File: src/rtl/red_serial_pkg.sv
// red_pkg: shared types and constants for the serial RED execution unit.
//   state_t : FSM state encoding (4 bits). Any value not listed decodes to IDLE.
//   RED_LAT : number of clock edges from accept to out_valid.
package red_pkg;

  typedef enum logic [3:0] {
    IDLE = 4'd0,
    HI0  = 4'd1,
    HI1  = 4'd2,
    LO0  = 4'd3,
    LO1  = 4'd4,
    F0   = 4'd5,
    F1   = 4'd6,
    F2   = 4'd7,
    DONE = 4'd8
  } state_t;

  localparam int unsigned RED_LAT = 7;

endpackage

File: src/rtl/red_serial_if.sv
// red_serial_if: issue-side and writeback-side handshake bundle for red_serial.
//   in_valid/in_ready/a/b     : operand handshake (master -> unit)
//   out_valid/out_ready/sum   : result handshake (unit -> master)
//   busy                      : unit is not idle
interface red_serial_if;
  logic        in_valid;
  logic        in_ready;
  logic [15:0] a;
  logic [15:0] b;
  logic        out_valid;
  logic        out_ready;
  logic [15:0] sum;
  logic        busy;

  modport master (
    output in_valid, a, b, out_ready,
    input  in_ready, out_valid, sum, busy
  );

  modport slave (
    input  in_valid, a, b, out_ready,
    output in_ready, out_valid, sum, busy
  );
endinterface

File: src/rtl/red_serial_add4_slice.sv
// add4_slice: 4-bit ripple adder slice, purely combinational.
//   a_i, b_i : 4-bit addends
//   cin_i    : carry in
//   sum_o    : 4-bit sum
//   cout_o   : carry out
module add4_slice (
  input  logic [3:0] a_i,
  input  logic [3:0] b_i,
  input  logic       cin_i,
  output logic [3:0] sum_o,
  output logic       cout_o
);
  assign {cout_o, sum_o} = {1'b0, a_i} + {1'b0, b_i} + {4'b0000, cin_i};
endmodule

File: src/rtl/red_serial.sv
// red_serial: multi-cycle RED (byte-pair reduction) unit built around one
// shared 4-bit adder slice. Result appears RED_LAT edges after accept.
//   clk, rst_n : clock, asynchronous active-low reset
//   flush      : synchronous abort, returns to IDLE and drives sum to RESET_SUM
//   bus        : red_serial_if.slave (operand/result handshakes, sum, busy)
module red_serial
  import red_pkg::*;
#(
  parameter logic [15:0] RESET_SUM = 16'h0000
) (
  input  logic               clk,
  input  logic               rst_n,
  input  logic               flush,
  red_serial_if.slave        bus
);

  state_t      state_q, state_d;
  logic [15:0] a_q, a_d, b_q, b_d;
  logic [8:0]  ac_q, ac_d, bd_q, bd_d;
  logic        c_q, c_d;
  logic [15:0] sum_q, sum_d;

  logic [3:0]  slice_a, slice_b, slice_sum;
  logic        slice_cin, slice_cout;
  logic        in_ready_w, accept;

  add4_slice u_slice (
    .a_i    (slice_a),
    .b_i    (slice_b),
    .cin_i  (slice_cin),
    .sum_o  (slice_sum),
    .cout_o (slice_cout)
  );

  assign in_ready_w    = (state_q == IDLE) | ((state_q == DONE) & bus.out_ready);
  assign accept        = bus.in_valid & in_ready_w & ~flush;
  assign bus.in_ready  = in_ready_w;
  assign bus.out_valid = (state_q == DONE);
  assign bus.busy      = (state_q != IDLE);
  assign bus.sum       = sum_q;

  always_comb begin
    state_d   = state_q;
    a_d       = a_q;
    b_d       = b_q;
    ac_d      = ac_q;
    bd_d      = bd_q;
    c_d       = c_q;
    sum_d     = sum_q;
    slice_a   = '0;
    slice_b   = '0;
    slice_cin = 1'b0;

    unique case (state_q)
      IDLE: begin
        if (accept) begin
          state_d = HI0;
          a_d     = bus.a;
          b_d     = bus.b;
        end
      end
      HI0: begin
        slice_a   = a_q[11:8];
        slice_b   = b_q[11:8];
        ac_d[3:0] = slice_sum;
        c_d       = slice_cout;
        state_d   = HI1;
      end
      HI1: begin
        slice_a   = a_q[15:12];
        slice_b   = b_q[15:12];
        slice_cin = c_q;
        ac_d[7:4] = slice_sum;
        ac_d[8]   = slice_cout;
        state_d   = LO0;
      end
      LO0: begin
        slice_a   = a_q[3:0];
        slice_b   = b_q[3:0];
        bd_d[3:0] = slice_sum;
        c_d       = slice_cout;
        state_d   = LO1;
      end
      LO1: begin
        slice_a   = a_q[7:4];
        slice_b   = b_q[7:4];
        slice_cin = c_q;
        bd_d[7:4] = slice_sum;
        bd_d[8]   = slice_cout;
        state_d   = F0;
      end
      F0: begin
        slice_a    = ac_q[3:0];
        slice_b    = bd_q[3:0];
        sum_d[3:0] = slice_sum;
        c_d        = slice_cout;
        state_d    = F1;
      end
      F1: begin
        slice_a    = ac_q[7:4];
        slice_b    = bd_q[7:4];
        slice_cin  = c_q;
        sum_d[7:4] = slice_sum;
        c_d        = slice_cout;
        state_d    = F2;
      end
      F2: begin
        // byte carries sign-extend into the top nibble; final carry is dropped
        slice_a      = {4{ac_q[8]}};
        slice_b      = {4{bd_q[8]}};
        slice_cin    = c_q;
        sum_d[11:8]  = slice_sum;
        sum_d[15:12] = {4{slice_sum[3]}};
        state_d      = DONE;
      end
      DONE: begin
        if (bus.out_ready) begin
          if (accept) begin
            state_d = HI0;
            a_d     = bus.a;
            b_d     = bus.b;
          end else begin
            state_d = IDLE;
          end
        end
      end
      default: state_d = IDLE;
    endcase

    if (flush) begin
      state_d = IDLE;
      sum_d   = RESET_SUM;
    end
  end

  always_ff @(posedge clk or negedge rst_n) begin
    if (!rst_n) begin
      state_q <= IDLE;
      a_q     <= '0;
      b_q     <= '0;
      ac_q    <= '0;
      bd_q    <= '0;
      c_q     <= 1'b0;
      sum_q   <= RESET_SUM;
    end else begin
      state_q <= state_d;
      a_q     <= a_d;
      b_q     <= b_d;
      ac_q    <= ac_d;
      bd_q    <= bd_d;
      c_q     <= c_d;
      sum_q   <= sum_d;
    end
  end

endmodule

File: src/flat_wrapper.sv
// flat-port wrapper written by rule: the top's interface ports become plain ports
module red_serial_flat import red_pkg::*;
#(
  parameter logic [15:0] RESET_SUM = 16'h0000
)
  (clk, rst_n, flush, bus_in_valid, bus_a, bus_b, bus_out_ready, bus_in_ready, bus_out_valid, bus_sum, bus_busy);
  red_serial_if bus_i ();
  input  logic clk;
  input  logic rst_n;
  input  logic flush;
  input wire logic [$bits(bus_i.in_valid)-1:0] bus_in_valid;
  input wire logic [$bits(bus_i.a)-1:0] bus_a;
  input wire logic [$bits(bus_i.b)-1:0] bus_b;
  input wire logic [$bits(bus_i.out_ready)-1:0] bus_out_ready;
  output wire logic [$bits(bus_i.in_ready)-1:0] bus_in_ready;
  output wire logic [$bits(bus_i.out_valid)-1:0] bus_out_valid;
  output wire logic [$bits(bus_i.sum)-1:0] bus_sum;
  output wire logic [$bits(bus_i.busy)-1:0] bus_busy;
  assign bus_i.in_valid = bus_in_valid;
  assign bus_i.a = bus_a;
  assign bus_i.b = bus_b;
  assign bus_i.out_ready = bus_out_ready;
  assign bus_in_ready = bus_i.in_ready;
  assign bus_out_valid = bus_i.out_valid;
  assign bus_sum = bus_i.sum;
  assign bus_busy = bus_i.busy;
  red_serial #(.RESET_SUM(RESET_SUM)) u_core (.clk(clk), .rst_n(rst_n), .flush(flush), .bus(bus_i));
endmodule
File: config.mk
export PLATFORM = sky130hd
export DESIGN_NAME = red_serial_flat
export DESIGN_NICKNAME = d
export VERILOG_FILES = /design/src/rtl/red_serial_pkg.sv /design/src/rtl/red_serial_if.sv /design/src/rtl/red_serial_add4_slice.sv /design/src/rtl/red_serial.sv /design/src/flat_wrapper.sv
export SDC_FILE = /design/constraint.sdc
export NUM_CORES = 1
export LEC_CHECK = 0
export ABC_AREA = 1
export CORE_AREA = 2 2 94 96
export DETAILED_ROUTE_END_ITERATION = 6
export DIE_AREA = 0 0 96 98
export PLACE_DENSITY_LB_ADDON = 0.05
export SYNTH_ARGS = -nofsm -noshare
export SYNTH_HDL_FRONTEND = slang
export SYNTH_SLANG_ARGS = --single-unit
File: constraint.sdc
create_clock -name clk -period 5.4 [get_ports clk]
set_clock_uncertainty 0.05 [all_clocks]
set_input_delay 0.54 -clock clk [delete_from_list [all_inputs] [get_ports clk]]
set_output_delay 0.54 -clock clk [all_outputs]
set_load 0.01 [all_outputs]
Word-level counts from Yosys, hierarchy flattened:

Index checks and enable logic that the tools add are counted.

* bits of input ports: 37
* register bits: 71
* output and inout bits: 19
* logic and storage cells: 57

* reduce and logical (&&, ||, !) cells: 10
* $add $sub $neg: 2
* bitwise gates (word level): 5
* multiplexer cells: 18
* equal/unequal tests: 11

Operators by type and width (count)
* $mux 16: 5
* $pmux 16 s2: 2
* $pmux 4 s7: 2
* $pmux 4 s9: 1
* $mux 4: 5
* $eq 4x3->1 const B: 4
* $eq 4x2->1 const B: 2
* $mux 8: 1
* $reduce_bool 2->1: 4
* $reduce_or 4->1: 2
* $add 4x4->5: 1
* $add 5x1->5: 1
* $eq 4x1->1 const B: 1
* $eq 4x4->1 const B: 1
* $logic_not 4->1: 1
* $reduce_and 2->1: 2
* $reduce_bool 4->1: 1
* $and 1x1->1: 3
* $ne 3x2->1 const B: 1
* $ne 3x3->1 const B: 1
* $mux 1: 2
* $ne 2x2->1 const B: 1
* $not 1->1: 1
* $or 1x1->1: 1

Depth between registers and ports, before layout:

Gate-level depths: netlist of the first run.

* depth after elaboration: 9
* gate-level depth with buffers: 16
* mapped depth without buffers: 15

Modules after synthesis:

From an unflattened synthesis of the first run, not the netlist that was laid out.

* cells, all modules: 438
* area, all modules: 3342.0 um^2

Modules (own cells, without submodules)
* red_serial: area an instance 3176.8 um^2, sequential area each 1676.6 um^2, times used 1, cells each 413
* add4_slice: area an instance 165.2 um^2, sequential area each 0.0 um^2, times used 1, cells each 25

Least setup slack after synthesis of the first run:

OpenSTA, ideal clock, no wires.

* path kind: register to register
* start point: reg u_core.state_q[0]
* end point: reg u_core.sum_q[1] (netlist: u_core.bus.sum[1])
* period minus slack after synthesis: 2.395 ns
* stages on the path, launching flop included: 17
* setup slack: 3.005 ns
* data arrival time: 2.228 ns
* setup time: 0.117 ns
* data required time: 5.233 ns
* path buffers: 1
* cells stage by stage: dfrtp_1 > inv_1 > nand2_1 > nor2_1 > buf_2 > nand2_1 > nand2_1 > inv_1 > nand2_1 > nor2_1 > fa_1 > inv_1 > fa_1 > inv_1 > nor2_1 > nand2_1 > nand2_1

* word-level cells in the longest chain between the ends: 6
* elaborated cells on any way between the ends: 16
* those cells by class: add/sub: 2; eq/ne: 7; mux: 5; reduce/logical: 2

Ends and longest elaborated chain
* start: declaration: line red_serial.sv:17 `state_t state_q, state_d;`
* start signal: assignment: line red_serial.sv:146 `state_q <= state_d;`
* $eq 4x3->1, or another cell as far along: line red_serial.sv:54 `unique case (state_q)`
* $pmux 4 s7 or $reduce_or 4->1 (tied branches)
* $add 4x4->5 or $mux 1 (tied branches): line red_serial_add4_slice.sv:13, red_serial.sv:54
* $add 5x1->5 *: line red_serial_add4_slice.sv:13 `assign {cout_o, sum_o} = {1'b0, a_i} + {1'b0, b_i} + {4'b0000, cin_i};`
* via u_core.slice_sum[1]: line red_serial.sv:23 `logic [3:0] slice_a, slice_b, slice_sum;`
* $mux 4 *: line red_serial.sv:54
* $mux 16 *: line red_serial.sv:130 `if (flush) begin`
* end signal: assignment: line red_serial.sv:152 `sum_q <= sum_d;`
* end: declaration: line red_serial.sv:21 `logic [15:0] sum_q, sum_d;`

Mark *: on every way through the listed nets, which the timed path passes. The rest lies on a longest branch. The select of a mux whose other input is x is not followed.
A chain may end at the register's enable or synchronous reset.

Worst setup path after layout of the first run:

* start point: reg u_core.state_q[3]
* end point: reg u_core.sum_q[2] (netlist: u_core.bus.sum[2])

* word-level cells in the longest chain between the ends: 6
* elaborated cells on any way between the ends: 16
* those cells by class: add/sub: 2; eq/ne: 7; mux: 5; reduce/logical: 2

Ends and longest elaborated chain (line)
* $eq 4x3->1, or another cell as far along: red_serial.sv:54
* $pmux 4 s7 or $reduce_or 4->1 (tied branches)
* $add 4x4->5 or $mux 1 (tied branches): red_serial_add4_slice.sv:13, red_serial.sv:54
* $add 5x1->5: red_serial_add4_slice.sv:13
* $mux 4: red_serial.sv:54
* $mux 16: red_serial.sv:130

Parallel ways exist; a longest one is shown, timed or not. The select of a mux whose other input is x is not followed.

==> results.md, run 1 <==
Detailed routing:
- Summing over every cut layer, the via total after detailed routing is 2746.
- The number of iterations in the first detailed-routing pass is 5.
- The uppermost metal layer occupied by signal nets is met4.
- The first routing iteration left 114 violations.
- In this run the remaining antenna-violating nets after routing total 0.
- The number of design rule violations left after detail routing is 0.
- The via density per instance is between 4 and 5.
- The routed design uses 3540 um of met2 wire.
- The detailed-routing wirelength on met1 is 3690 um.
- In the final routed layout, each cell accounts on average for 13.0 um.
- The wire length on met3 is 370 um.
- The overall routed net length is 7710 um.

Worst setup path:
- The highest fanout seen on the critical path is 12.
- The category of the critical setup timing path is flop to flop.
- The required time at the worst-slack endpoint is about 5.6 ns.
- STA classifies the critical path startpoint as a flop.
- STA puts the critical path data arrival time at about 3.6 ns.
- The endpoint type of the worst setup path is a flop.

Global routing:
- The number of global-route vias before repair is 2711.
- The total global routing overflow is 0.
- In the global route stage, overall resource usage came out at 18.3%.
- The initial antenna violation count came to 0.
- The largest net degree at the start of global routing is 68.
- The first global-routing pass estimated 13400 um of wire.

Floorplanning:
- The number of core rows is 34.
- In this run the count of I/O pins placed on the die edge is 56.
- The area of the die is 0.00941 mm^2.
- The die outline height is just under 100 um.
- For this configuration, the core starts out at a cell density of 38.5%.
- The width of the chip is 96 um.
- The placeable core area is 0.00847 mm^2.

Logic synthesis:
- The count of synthesis-stage warnings from yosys is 0.
- The per-instance average area after synthesis is 7.59 um^2.
- The unique cell type count in the Yosys netlist is 23.
- After synthesis, the largest family of logic cells by area is simple AND/OR/NAND/NOR gates.
- After synthesis the netlist holds a flip-flop and latch count of 67.
- The xor and xnor fraction of the mapped netlist area is 0.269%.
- Synthesis produced a netlist with a net count of 472.
- Of the total synthesized cell area, the portion taken by AND, OR, NAND and NOR gates is 33.1%.
- Yosys attributes the largest share of cell area to sky130_fd_sc_hd__dfrtp_1 (51%), sky130_fd_sc_hd__nand2_1 (26%), sky130_fd_sc_hd__o21ai_0 (4.0%).
- In this run the biggest area consumer among cell types represents 51.4% of the synthesized area.
- The biggest area contributor in the post-synthesis netlist is sky130_fd_sc_hd__dfrtp_1.
- The synthesized netlist devotes 2.38% of its cell area to adder and majority cells.
- The area of the mapped netlist is 0.00326 mm^2.
- The synthesized netlist devotes 5.52% of its cell area to compound gates.
- The sequential cell area fraction in the yosys report is 51.4%.
- The multiplexer share of the synthesized area is 0%.
- The synthesized instance count is 430.

STA:
- Setup repair after global routing left no endpoint under its margin.
- The number of setup violations in the final report is 0.
- The total count of hold-check failures in the final report is 0.
- The accumulated negative setup slack is 0 ns.
- The part of the cycle the worst path needs is 62.3%.
- The smallest clock period supported by the final layout is computed as 3.37 ns.
- The worst pin sits at a relative slew slack of 30.4%.
- Static timing analysis puts the maximum clock frequency at 297 MHz.
- The pin slew with the least headroom to its limit is 1.04 ns.
- The number of max-slew violations in the final report is 0.

Clocking:
- CTS built an H-tree with a depth of 3.
- Clock-pin slew was measured on the worst setup and hold paths at 0.08 ns.
- In this run, post-CTS repair resized a total of 0 instances.
- Buffers inserted during clock tree synthesis total 9.
- CTS saw 67 sinks.
- The largest buffer count on any clock path is 2.
- Clock latency on the worst-skew pair, taken at its later pin, is between 0.3 and 0.4 ns.
- TritonCTS built the clock tree.
- The clock root buffer master is sky130_fd_sc_hd__clkbuf_8.
- The total of hold buffers inserted after clock tree synthesis is 0.
- Once the clock tree was built, the setup fixing pass inserted 0 buffers.

Power:
- The peak supply drop is 127 uV.
- In this run the static leakage power is 0.00210 uW.
- The cell area power density is 357 mW/mm^2.
- The overall power consumption is 1440 uW.

Finish:
- The number of nets in the layout is about 530.
- The post-layout instance area is between 0.004 and 0.005 mm^2.
- After the flow finishes, the layout carries non-filler instances totaling 595.
- The commonest non-fill, non-tap cell in the layout is sky130_fd_sc_hd__nand2_1.
- The growth of design area from synthesis to finish is 23.7%.
- The number of antenna diodes is 0.
- The top cell types in the final layout, fill and taps aside, are sky130_fd_sc_hd__nand2_1 (229), sky130_fd_sc_hd__dfrtp_1 (67), sky130_fd_sc_hd__clkdlybuf4s50_1 (54).
- After filler insertion, the fill cell instance count of the layout stands at 880.
- The fraction of layout cells with a size suffix above 1 is 5.34%.

Placement:
- In this run the tool buffered the top-level ports with 55 buffer cells.
- The sum of net half-perimeters after detailed placement is 5430 um.
- The global placer's final weighted congestion is 0.858.
- The placed standard-cell area is 0.00384 mm^2.
- The cell count after placement is 580.

Flow run:
- The max-capacitance violation count is 0.

Worst hold path:
- The min-delay analysis places its worst path in the category input port to async pin.

Run status:
- The run finished with clean final reports.
==> registers in the layout (all words and copies together) (netlist names) <==
signal          flops
u_core.bus.sum     12
u_core.ac_q         9
u_core.b_q         16
u_core.c_q          1
u_core.bd_q         9
u_core.state_q      4
u_core.a_q         16
==> routing by layer <==
metal | vias up | track usage, %
li1 | 1416 | -
met1 | 1256 | 25.0
met2 | 65 | 28.9
met3 | 9 | 4.17
met4 | 0 | 5.60
met5 | - | 0
==> cell usage after synthesis <==
library cell / count
sky130_fd_sc_hd__buf_4: 7
sky130_fd_sc_hd__o21ai_1: 1
sky130_fd_sc_hd__ha_1: 3
sky130_fd_sc_hd__a31oi_1: 2
sky130_fd_sc_hd__buf_6: 4
sky130_fd_sc_hd__and3_1: 2
sky130_fd_sc_hd__nand3_1: 5
sky130_fd_sc_hd__clkinv_2: 1
sky130_fd_sc_hd__inv_2: 2
sky130_fd_sc_hd__nand4_1: 4
sky130_fd_sc_hd__nor2_2: 2
sky130_fd_sc_hd__xor2_1: 1
sky130_fd_sc_hd__a21oi_1: 5
sky130_fd_sc_hd__nor3_4: 1
sky130_fd_sc_hd__fa_1: 2
sky130_fd_sc_hd__o21ai_0: 26
sky130_fd_sc_hd__buf_2: 5
sky130_fd_sc_hd__nor2_1: 29
sky130_fd_sc_hd__dfrtp_1: 67
sky130_fd_sc_hd__o21bai_1: 1
sky130_fd_sc_hd__nand2_1: 229
sky130_fd_sc_hd__nand2_2: 3
sky130_fd_sc_hd__inv_1: 28
==> final cells by class <==
type                       count  area [um^2]  share of cell area, %
clock buffer                  13          159                   3.94
sequential                    67         1680                   41.5
inverter                      31          118                   2.91
timing repair buffer          58          568                   14.1
clock inverter                 2         35.0                  0.868
tap                          108          135                   3.35
multi-input combinational    316         1350                   33.3
==> cells by family after synthesis <==
kind of cell,count (synthesis)
buffers and inverters,47
xor gates and xnor gates,1
DFF,67
AOI/OAI and AO/OA,35
adders and majority gates,5
and+or+nand+nor,275
==> final timing paths <==
path / start / to / slack [ns] / cells past startpoint
max in group asynchronous: rst_n / u_core.a_q[8] / 4.37 / 2
worst min-delay path: rst_n / u_core.bus.sum[10] / 0.32 / 2
worst max register to register: u_core.state_q[3] / u_core.bus.sum[2] / 2.03 / 14
worst min register to register: u_core.bus.sum[0] / u_core.bus.sum[0] / 0.42 / 2
min in group clk: u_core.bus.sum[0] / u_core.bus.sum[0] / 0.42 / 2
worst max-delay path: u_core.state_q[3] / u_core.bus.sum[2] / 2.03 / 14
==> through the flow <==
| stage | worst slack, ns | hold slack [ns] | util (%) |
|---|---|---|---|
| global placement | 2.08 | 0.408 | 45.4 |
| global route | 1.64 | 0.414 | 47.7 |
| floorplan | 3.01 | 0.194 | - |
| CTS | 2.00 | 0.377 | 47.7 |
| finish | 2.03 | 0.324 | 47.7 |
| detailed placement | 2.02 | 0.407 | 45.4 |
==> worst max-delay path: stages (launching register included) <==
cell and delay [ns]:
sky130_fd_sc_hd__dfrtp_1 0.42, sky130_fd_sc_hd__inv_2 0.10, sky130_fd_sc_hd__nand2_2 0.10, sky130_fd_sc_hd__nor2_1 0.81
sky130_fd_sc_hd__nand2_1 0.12, sky130_fd_sc_hd__nand2_1 0.11, sky130_fd_sc_hd__inv_1 0.05, sky130_fd_sc_hd__nand2_1 0.06
sky130_fd_sc_hd__nor2_1 0.06, sky130_fd_sc_hd__fa_1 0.41, sky130_fd_sc_hd__inv_1 0.09, sky130_fd_sc_hd__fa_1 0.21
sky130_fd_sc_hd__xor2_1 0.39, sky130_fd_sc_hd__nand2_1 0.14, sky130_fd_sc_hd__o21ai_0 0.16
==> power breakdown <==
part           internal [uW]  switching [uW]
clock network            236             183
logic                    124             204
registers                628            65.4
(Power assumes the default switching activity.)
==> inputs of run 2 (changes only) <==
==> constraint.sdc (replaced) <==
create_clock -name clk -period 3.4 [get_ports clk]
set_clock_uncertainty 0.05 [all_clocks]
set_input_delay 0.34 -clock clk [delete_from_list [all_inputs] [get_ports clk]]
set_output_delay 0.34 -clock clk [all_outputs]
set_load 0.01 [all_outputs]
==> results.md, run 2 (same netlist as run 1, synthesis figures left out) <==
Run status:
- The run finished with clean final reports.

Worst setup path:
- The highest fanout seen on the critical path is 6 (-6).
- The number of buffer and inverter stages on the critical path came to 3 (unchanged).
- The cell that appears most often on the critical path is sky130_fd_sc_hd__nand2_1.
- The endpoint type of the worst setup path is a flop.
- The sort of element at the start of the critical path is a flop.
- The required time at the worst-slack endpoint is 3.60 ns (-2.00 ns).
- The signal arrival time at the worst endpoint came to 3.16 ns (-0.41 ns).
- The signal on the critical path passes through inv_2 > nand2_1 > nor2_1 > nand2_1 > nand2_1 > inv_1 > nand2_1 > nor2_1 > fa_1 > inv_1 > fa_1 > xor2_1 > nand2_1 > o21ai_0.
- The worst setup path is of the flop to flop kind.
- Broken down by cell family, the worst path's largest delay share belongs to simple AND/OR/NAND/NOR gates.
- The cell type of the slowest stage on the worst timing path is sky130_fd_sc_hd__dfrtp_1.
- The delay of the slowest cell on the worst path is 0.42 ns (-0.39 ns).

Finish:
- The fraction of layout cells with a size suffix above 1 is 7.06% (+1.7 points).
- The fraction of the core area covered by cells at the end of the flow came to 48.4% (+0.74 points).
- The area of combinational cells with multiple inputs is 0.00135 mm^2 (unchanged).
- The count of filler cells inserted in the layout is 888 (+0.91%).
- The commonest non-fill, non-tap cell in the layout is sky130_fd_sc_hd__nand2_1.
- The growth of design area from synthesis to finish is 25.7%.
- The number of antenna diodes is 0 (unchanged).
- The non-filler instance count after layout was 604 (+1.5%).
- In the layout the commonest cells are sky130_fd_sc_hd__nand2_1 (229), sky130_fd_sc_hd__dfrtp_1 (67), sky130_fd_sc_hd__clkdlybuf4s50_1 (54).
- The number of nets in the layout came to 533 (+1.5%).
- The sequential standard cell area is 0.00168 mm^2 (unchanged).

Worst hold path:
- The tightest min-delay check is of the flop to flop type.

Power:
- The part of the total power dissipated in the clock network is 28.5% (-0.6 points).
- The internal portion of total power is 1550 uW (+57%).
- The power spent charging and discharging nets came to 738 uW (+63%).
- The cell area power density is 559 mW/mm^2 (+57%).
- The overall power consumption was 2290 uW (+59%).
- The peak supply drop came to 186 uV (+46%).
- The static leakage came to 0.00214 uW (+1.9%).
- The fraction of power spent switching nets was 32.2% (+0.78 points).
- The sequential fraction of design power is 48.4% (+0.2 points).
- The combinational power share came to 23.1% (+0.3 points).

Detailed routing:
- The wire length per cell after detailed routing is 13.2 um (+2.0%).
- The number of antenna-violating nets in the routed design was 0 (unchanged).
- The starting DRC count in detailed routing was 151 (+32%).
- The via density per instance is 4.60 (-0.27%).
- The overall routed net length is 7990 um (+3.6%).
- The number of design rule violations left after detail routing is 0 (unchanged).
- The number of iterations in the first detailed-routing pass is 4 (-1).
- The routed via count was 2780 (+1.2%).

Global routing:
- The initial antenna violation count is 0 (unchanged).
- The largest net degree at the start of global routing is 35 (-49%).
- The first-pass GRT wire length is 13500 um (+0.99%).
- The total global routing overflow is 0 (unchanged).
- The overall track demand over capacity in global routing is 18.9% (+0.59 points).
- The number of global-route vias before repair is 2736 (+0.92%).

STA:
- The number of setup violations in the final report is 0 (unchanged).
- Setup repair after global routing left no endpoint under its margin.
- The pin slew with the least headroom to its limit is 0.559 ns (-0.481 ns).
- The accumulated negative setup slack is 0 ns (unchanged).
- The part of the cycle the worst path needs is 87.0% (+25 points).
- The total count of hold-check failures in the final report is 0 (unchanged).
- The highest achievable clock rate is 338 MHz (+14%).
- The relative slew slack came to 62.6% (+32 points).
- The minimum clock period was 2.96 ns (-0.408 ns).
- The number of max-slew violations in the final report is 0 (unchanged).

Clocking:
- The largest buffer count on any clock path was 2 (unchanged).
- TritonCTS built the clock tree.
- The maximum level of the CTS H-tree is 3 (unchanged).
- The post-cts resize count is 0 (unchanged).
- The clock transition at the registers of the reported paths is 0.07 ns (about the same).
- The insertion delay of the later-clocked pin in the worst-skew pair is 0.34 ns (about the same).
- The root buffer cell chosen for the clock tree is sky130_fd_sc_hd__clkbuf_8.
- The number of sinks handled by clock tree synthesis is 67 (unchanged).
- The total CTS buffers is 9 (unchanged).

Floorplanning:
- The width of the chip was 96 um (unchanged).
- The number of core rows was 34 (unchanged).
- The initial standard-cell utilization of the core is 38.5% (unchanged).
- The number of top-level pins is 56 (unchanged).
- The area of the die was 0.00941 mm^2 (unchanged).
- The placeable core area is 0.00847 mm^2 (unchanged).
- The die outline height is 98 um (unchanged).

Placement:
- The cell count after placement came to 587 (+1.2%).
- The global placer's final weighted congestion came to 0.912 (+6.2%).
- The count of input and output buffers is 55 (unchanged).
- The sum of net half-perimeters after detailed placement is 5980 um (+10%).

Flow run:
- The max-capacitance violation count is 0 (unchanged).
## run 2: changes by cell type in the layout (fill, tap and decap cells not counted), sizes merged
| cell | delta |
|---|---|
| buf | +7 |
| clkbuf | -2 |
| clkinv | +2 |
| clkinvlp | +1 |
| dlygate4sd3 | +1 |
## run 2: path summary, 6_finish.rpt
path	start	endpoint	slack [ns]	depth (start not counted)
setup / recovery	u_core.state_q[3]	u_core.bus.sum[2]	0.44	14
hold / removal	u_core.b_q[9]	u_core.b_q[9]	0.42	2
setup reg to reg	u_core.state_q[3]	u_core.bus.sum[2]	0.44	14
hold reg to reg	u_core.b_q[9]	u_core.b_q[9]	0.42	2
max in group asynchronous	rst_n	u_core.ac_q[8]	2.45	3
min in group asynchronous	rst_n	u_core.bus.sum[10]	0.51	3
## run 2: what timing repair did
item | in CTS | in global routing
endpoints found under the hold margin | 2 | 0
buffers inserted | 0 | 0
hold buffers | 1 | 0
## run 2: worst register-to-register path, delay by kind of cell, from the launching register on
kind / cells / cell delay [ns]
AOI/OAI and AO/OA: 1 / 0.19
and+or+nand+nor: 7 / 0.99
xor gates and xnor gates: 1 / 0.41
adders and majority gates: 2 / 0.59
DFF: 1 / 0.42
buffers and inverters: 3 / 0.24
## run 2: final cells by class
type / count / share of cell area (%)
clock buffers: 11 / 3.45
inverters: 31 / 2.87
multi-input cells: 316 / 32.8
flip-flops and latches: 67 / 40.9
repair buffers: 66 / 15.4
clock inverters: 5 / 1.28
well taps: 108 / 3.30
## run 2: metal layers
metal	wire, um	GRT usage [%]	share of wire [%]	up-vias
met2	3540	27.6	44	72
li1	-	-	-	1431
met5	0	0	0	-
met4	260	8.68	3.3	0
met3	367	4.63	4.6	19
met1	3820	26.3	48	1258
## run 2: power groups by stage
stage                     registers [uW]  logic [uW]  clock network (uW)
after floorplan                     1090         361                   0
after global placement              1120         530                   0
after detailed placement            1120         539                   0
after CTS                           1110         540                 668
after global routing                1130         621                 708
final                               1110         530                 654
## run 2: stage by stage
| step | setup slack [ns] | cell area [um^2] | hold slack (ns) |
|---|---|---|---|
| 2_1_floorplan | 1.01 | 3260 | -0.00559 |
| 3_3_place_gp | 0.502 | 3890 | 0.364 |
| 3_5_place_dp | 0.460 | 3890 | 0.368 |
| 4_1_cts | 0.415 | 4100 | 0.427 |
| 5_1_grt | 0.195 | 4100 | 0.443 |
| 6_report | 0.441 | 4100 | 0.422 |
==> inputs of run 3 (changes only) <==
--- a/config.mk
+++ b/config.mk
@@ -10,6 +10,7 @@
 export DETAILED_ROUTE_END_ITERATION = 6
 export DIE_AREA = 0 0 96 98
 export PLACE_DENSITY_LB_ADDON = 0.05
+export REMOVE_ABC_BUFFERS = 1
 export SYNTH_ARGS = -nofsm -noshare
 export SYNTH_HDL_FRONTEND = slang
 export SYNTH_SLANG_ARGS = --single-unit
==> results.md, run 3 (same netlist as run 1, synthesis figures left out) <==
Power:
- The internal portion of total power is 1550 uW (about the same).
- The power spent charging and discharging nets is 757 uW (+2.6%).
- The sequential fraction of design power was 48.2% (-0.2 points).
- The static leakage was 0.00213 uW (-0.45%).
- The cell area power density came to 566 mW/mm^2 (+1.2%).
- The fraction of power spent switching nets is 32.8% (+0.57 points).
- The peak supply drop was 267 uV (+43%).
- The combinational power share is 22.9% (-0.2 points).
- The part of the total power dissipated in the clock network was 28.9% (+0.4 points).

Placement:
- The placed standard-cell area came to 0.00389 mm^2 (-0.19%).
- The global placer's final weighted congestion is 0.914 (+0.24%).
- The sum of net half-perimeters after detailed placement is 5940 um (-0.72%).
- The count of input and output buffers is 55 (unchanged).
- The pre-CTS setup slack came to 0.495 ns (+0.0356 ns).

Floorplanning:
- The width of the chip is 96 um (unchanged).
- The die outline height is 98 um (unchanged).
- The initial standard-cell utilization of the core came to 38.5% (unchanged).
- The number of top-level pins was 56 (unchanged).
- The number of core rows is 34 (unchanged).
- The area of the die is 0.00941 mm^2 (unchanged).
- The placeable core area is 0.00847 mm^2 (unchanged).

Finish:
- The fraction of the core area covered by cells at the end of the flow is 48.2% (-0.21 points).
- The commonest non-fill, non-tap cell in the layout is sky130_fd_sc_hd__nand2_1.
- The library cells used most frequently in the layout, excluding fill and tap cells, are sky130_fd_sc_hd__nand2_1 (229), sky130_fd_sc_hd__dfrtp_1 (67), sky130_fd_sc_hd__clkdlybuf4s50_1 (54).
- The number of antenna diodes is 0 (unchanged).
- The number of nets in the layout was 531 (-0.38%).
- The area growth from synthesis to layout is 25.1%.
- The post-layout instance area came to 0.00408 mm^2 (-0.43%).
- The fraction of layout cells with a size suffix above 1 is 6.88% (-0.17 points).

Clocking:
- The insertion delay of the later-clocked pin in the worst-skew pair is 0.35 ns (about the same).
- The post-cts resize count is 0 (unchanged).
- CTS placed an instance of sky130_fd_sc_hd__clkbuf_8 at the clock tree root.
- The maximum level of the CTS H-tree is 3 (unchanged).
- TritonCTS built the clock tree.
- The total of hold buffers inserted after clock tree synthesis is 0 (-1).
- The number of sinks handled by clock tree synthesis is 67 (unchanged).
- The largest buffer count on any clock path is 2 (unchanged).
- The total CTS buffers came to 9 (unchanged).
- The post-CTS setup-driven buffer insertion count is 0 (unchanged).
- The clock transition at the registers of the reported paths was 0.07 ns (about the same).

STA:
- The highest achievable clock rate is 338 MHz (about the same).
- The worst hold slack is 0.135 ns (-0.288 ns).
- The relative slew slack is 29.4% (-33 points).
- The total count of hold-check failures in the final report is 0 (unchanged).
- The number of max-slew violations in the final report is 0 (unchanged).
- Setup repair after global routing left no endpoint under its margin.
- The pin slew with the least headroom to its limit is 1.06 ns (+0.500 ns).
- The accumulated negative setup slack is 0 ns (unchanged).
- The number of setup violations in the final report is 0 (unchanged).
- The final setup slack of the worst path came to 0.442 ns (+0.000749 ns).
- The part of the cycle the worst path needs was 87.0% (about the same).
- The minimum clock period came to 2.96 ns (-0.000749 ns).

Worst setup path:
- The worst-case register-to-register setup slack was 0.44 ns (about the same).
- The highest fanout seen on the critical path is 8 (+2).
- The required time at the worst-slack endpoint came to 3.62 ns (+0.02 ns).
- The worst reg-to-reg path cell count was 12 (-2).
- The start of the worst register-to-register path is u_core.state_q[3].
- The signal arrival time at the worst endpoint was 3.18 ns (+0.02 ns).
- The reg-to-reg endpoint is u_core.bus.sum[10].
- STA classifies the critical path endpoint as a flop.
- The sort of element at the start of the critical path is a flop.
- The critical path is of the flop to flop type.

Detailed routing:
- The number of design rule violations left after detail routing is 0 (unchanged).
- The routed via count is 2841 (+2.2%).
- The number of antenna-violating nets in the routed design is 0 (unchanged).
- The starting DRC count in detailed routing is 185 (+23%).
- The wire length per cell after detailed routing is 13.5 um (+2.4%).
- The number of iterations in the first detailed-routing pass is 4 (unchanged).
- The overall routed net length is 8160 um (+2.1%).
- The via density per instance is 4.72 (+2.5%).

Global routing:
- The largest net degree at the start of global routing is 49 (+40%).
- The first-pass GRT wire length is 14000 um (+3.6%).
- The initial antenna violation count came to 0 (unchanged).
- The overall track demand over capacity in global routing was 19.5% (+0.61 points).
- The number of global-route vias before repair came to 2850 (+4.2%).
- The total global routing overflow is 0 (unchanged).

Flow run:
- The max-capacitance violation count is 0 (unchanged).

Run status:
- The run finished with clean final reports.

Worst hold path:
- The class of the worst hold path is input port to async pin.
-- run 3: layout make-up --
class | count | area (um^2)
multi-input cells | 316 | 1350
well taps | 108 | 135
flip-flops and latches | 67 | 1680
repair buffers | 64 | 613
clock inverters | 5 | 52.6
inverters | 31 | 118
fillers | 884 | 4380
clock buffers | 11 | 141
-- run 3: how the worst max path moves through the flow --
stage,startpoint,to,cells past startpoint
final,u_core.state_q[3],u_core.bus.sum[10],12
after global routing,u_core.state_q[3],u_core.bus.sum[10],12
after CTS,u_core.state_q[3],u_core.bus.sum[2],12
after detailed placement,u_core.state_q[3],u_core.bus.sum[2],12
after global placement,u_core.state_q[3],u_core.bus.sum[10],12
after floorplan,u_core.state_q[0],u_core.bus.sum[5],15
-- run 3: critical path, cell delays in order, from the launching register on --
cell and delay [ns]:
sky130_fd_sc_hd__dfrtp_1 0.41, sky130_fd_sc_hd__inv_2 0.11, sky130_fd_sc_hd__nand2_1 0.12, sky130_fd_sc_hd__nor2_1 0.51, sky130_fd_sc_hd__nand2_1 0.15, sky130_fd_sc_hd__nand3_1 0.12, sky130_fd_sc_hd__nor2_1 0.06, sky130_fd_sc_hd__fa_1 0.41
sky130_fd_sc_hd__inv_1 0.09, sky130_fd_sc_hd__fa_1 0.21, sky130_fd_sc_hd__xor2_1 0.35, sky130_fd_sc_hd__nand2_1 0.13, sky130_fd_sc_hd__o21ai_0 0.16
-- run 3: stage by stage --
stage	total power [uW]	instances
CTS	2330	602
global placement	1650	586
detailed placement	1660	586
finish	2310	602
global route	2470	602
floorplan	1430	414
-- run 3: per-layer routing --
metal	GRT usage (%)	vias to the layer above	wire, um
li1	-	1432	-
met5	0	-	0
met1	27.0	1304	3910
met3	4.40	21	420
met2	29.1	84	3600
met4	8.68	0	223
-- run 3: power by group through the flow --
stage	Clock, uW	Sequential [uW]	Combinational, uW
floorplan	0	1090	342
global placement	0	1120	529
detailed placement	0	1130	538
CTS	677	1110	538
global route	718	1140	621
finish	667	1110	530
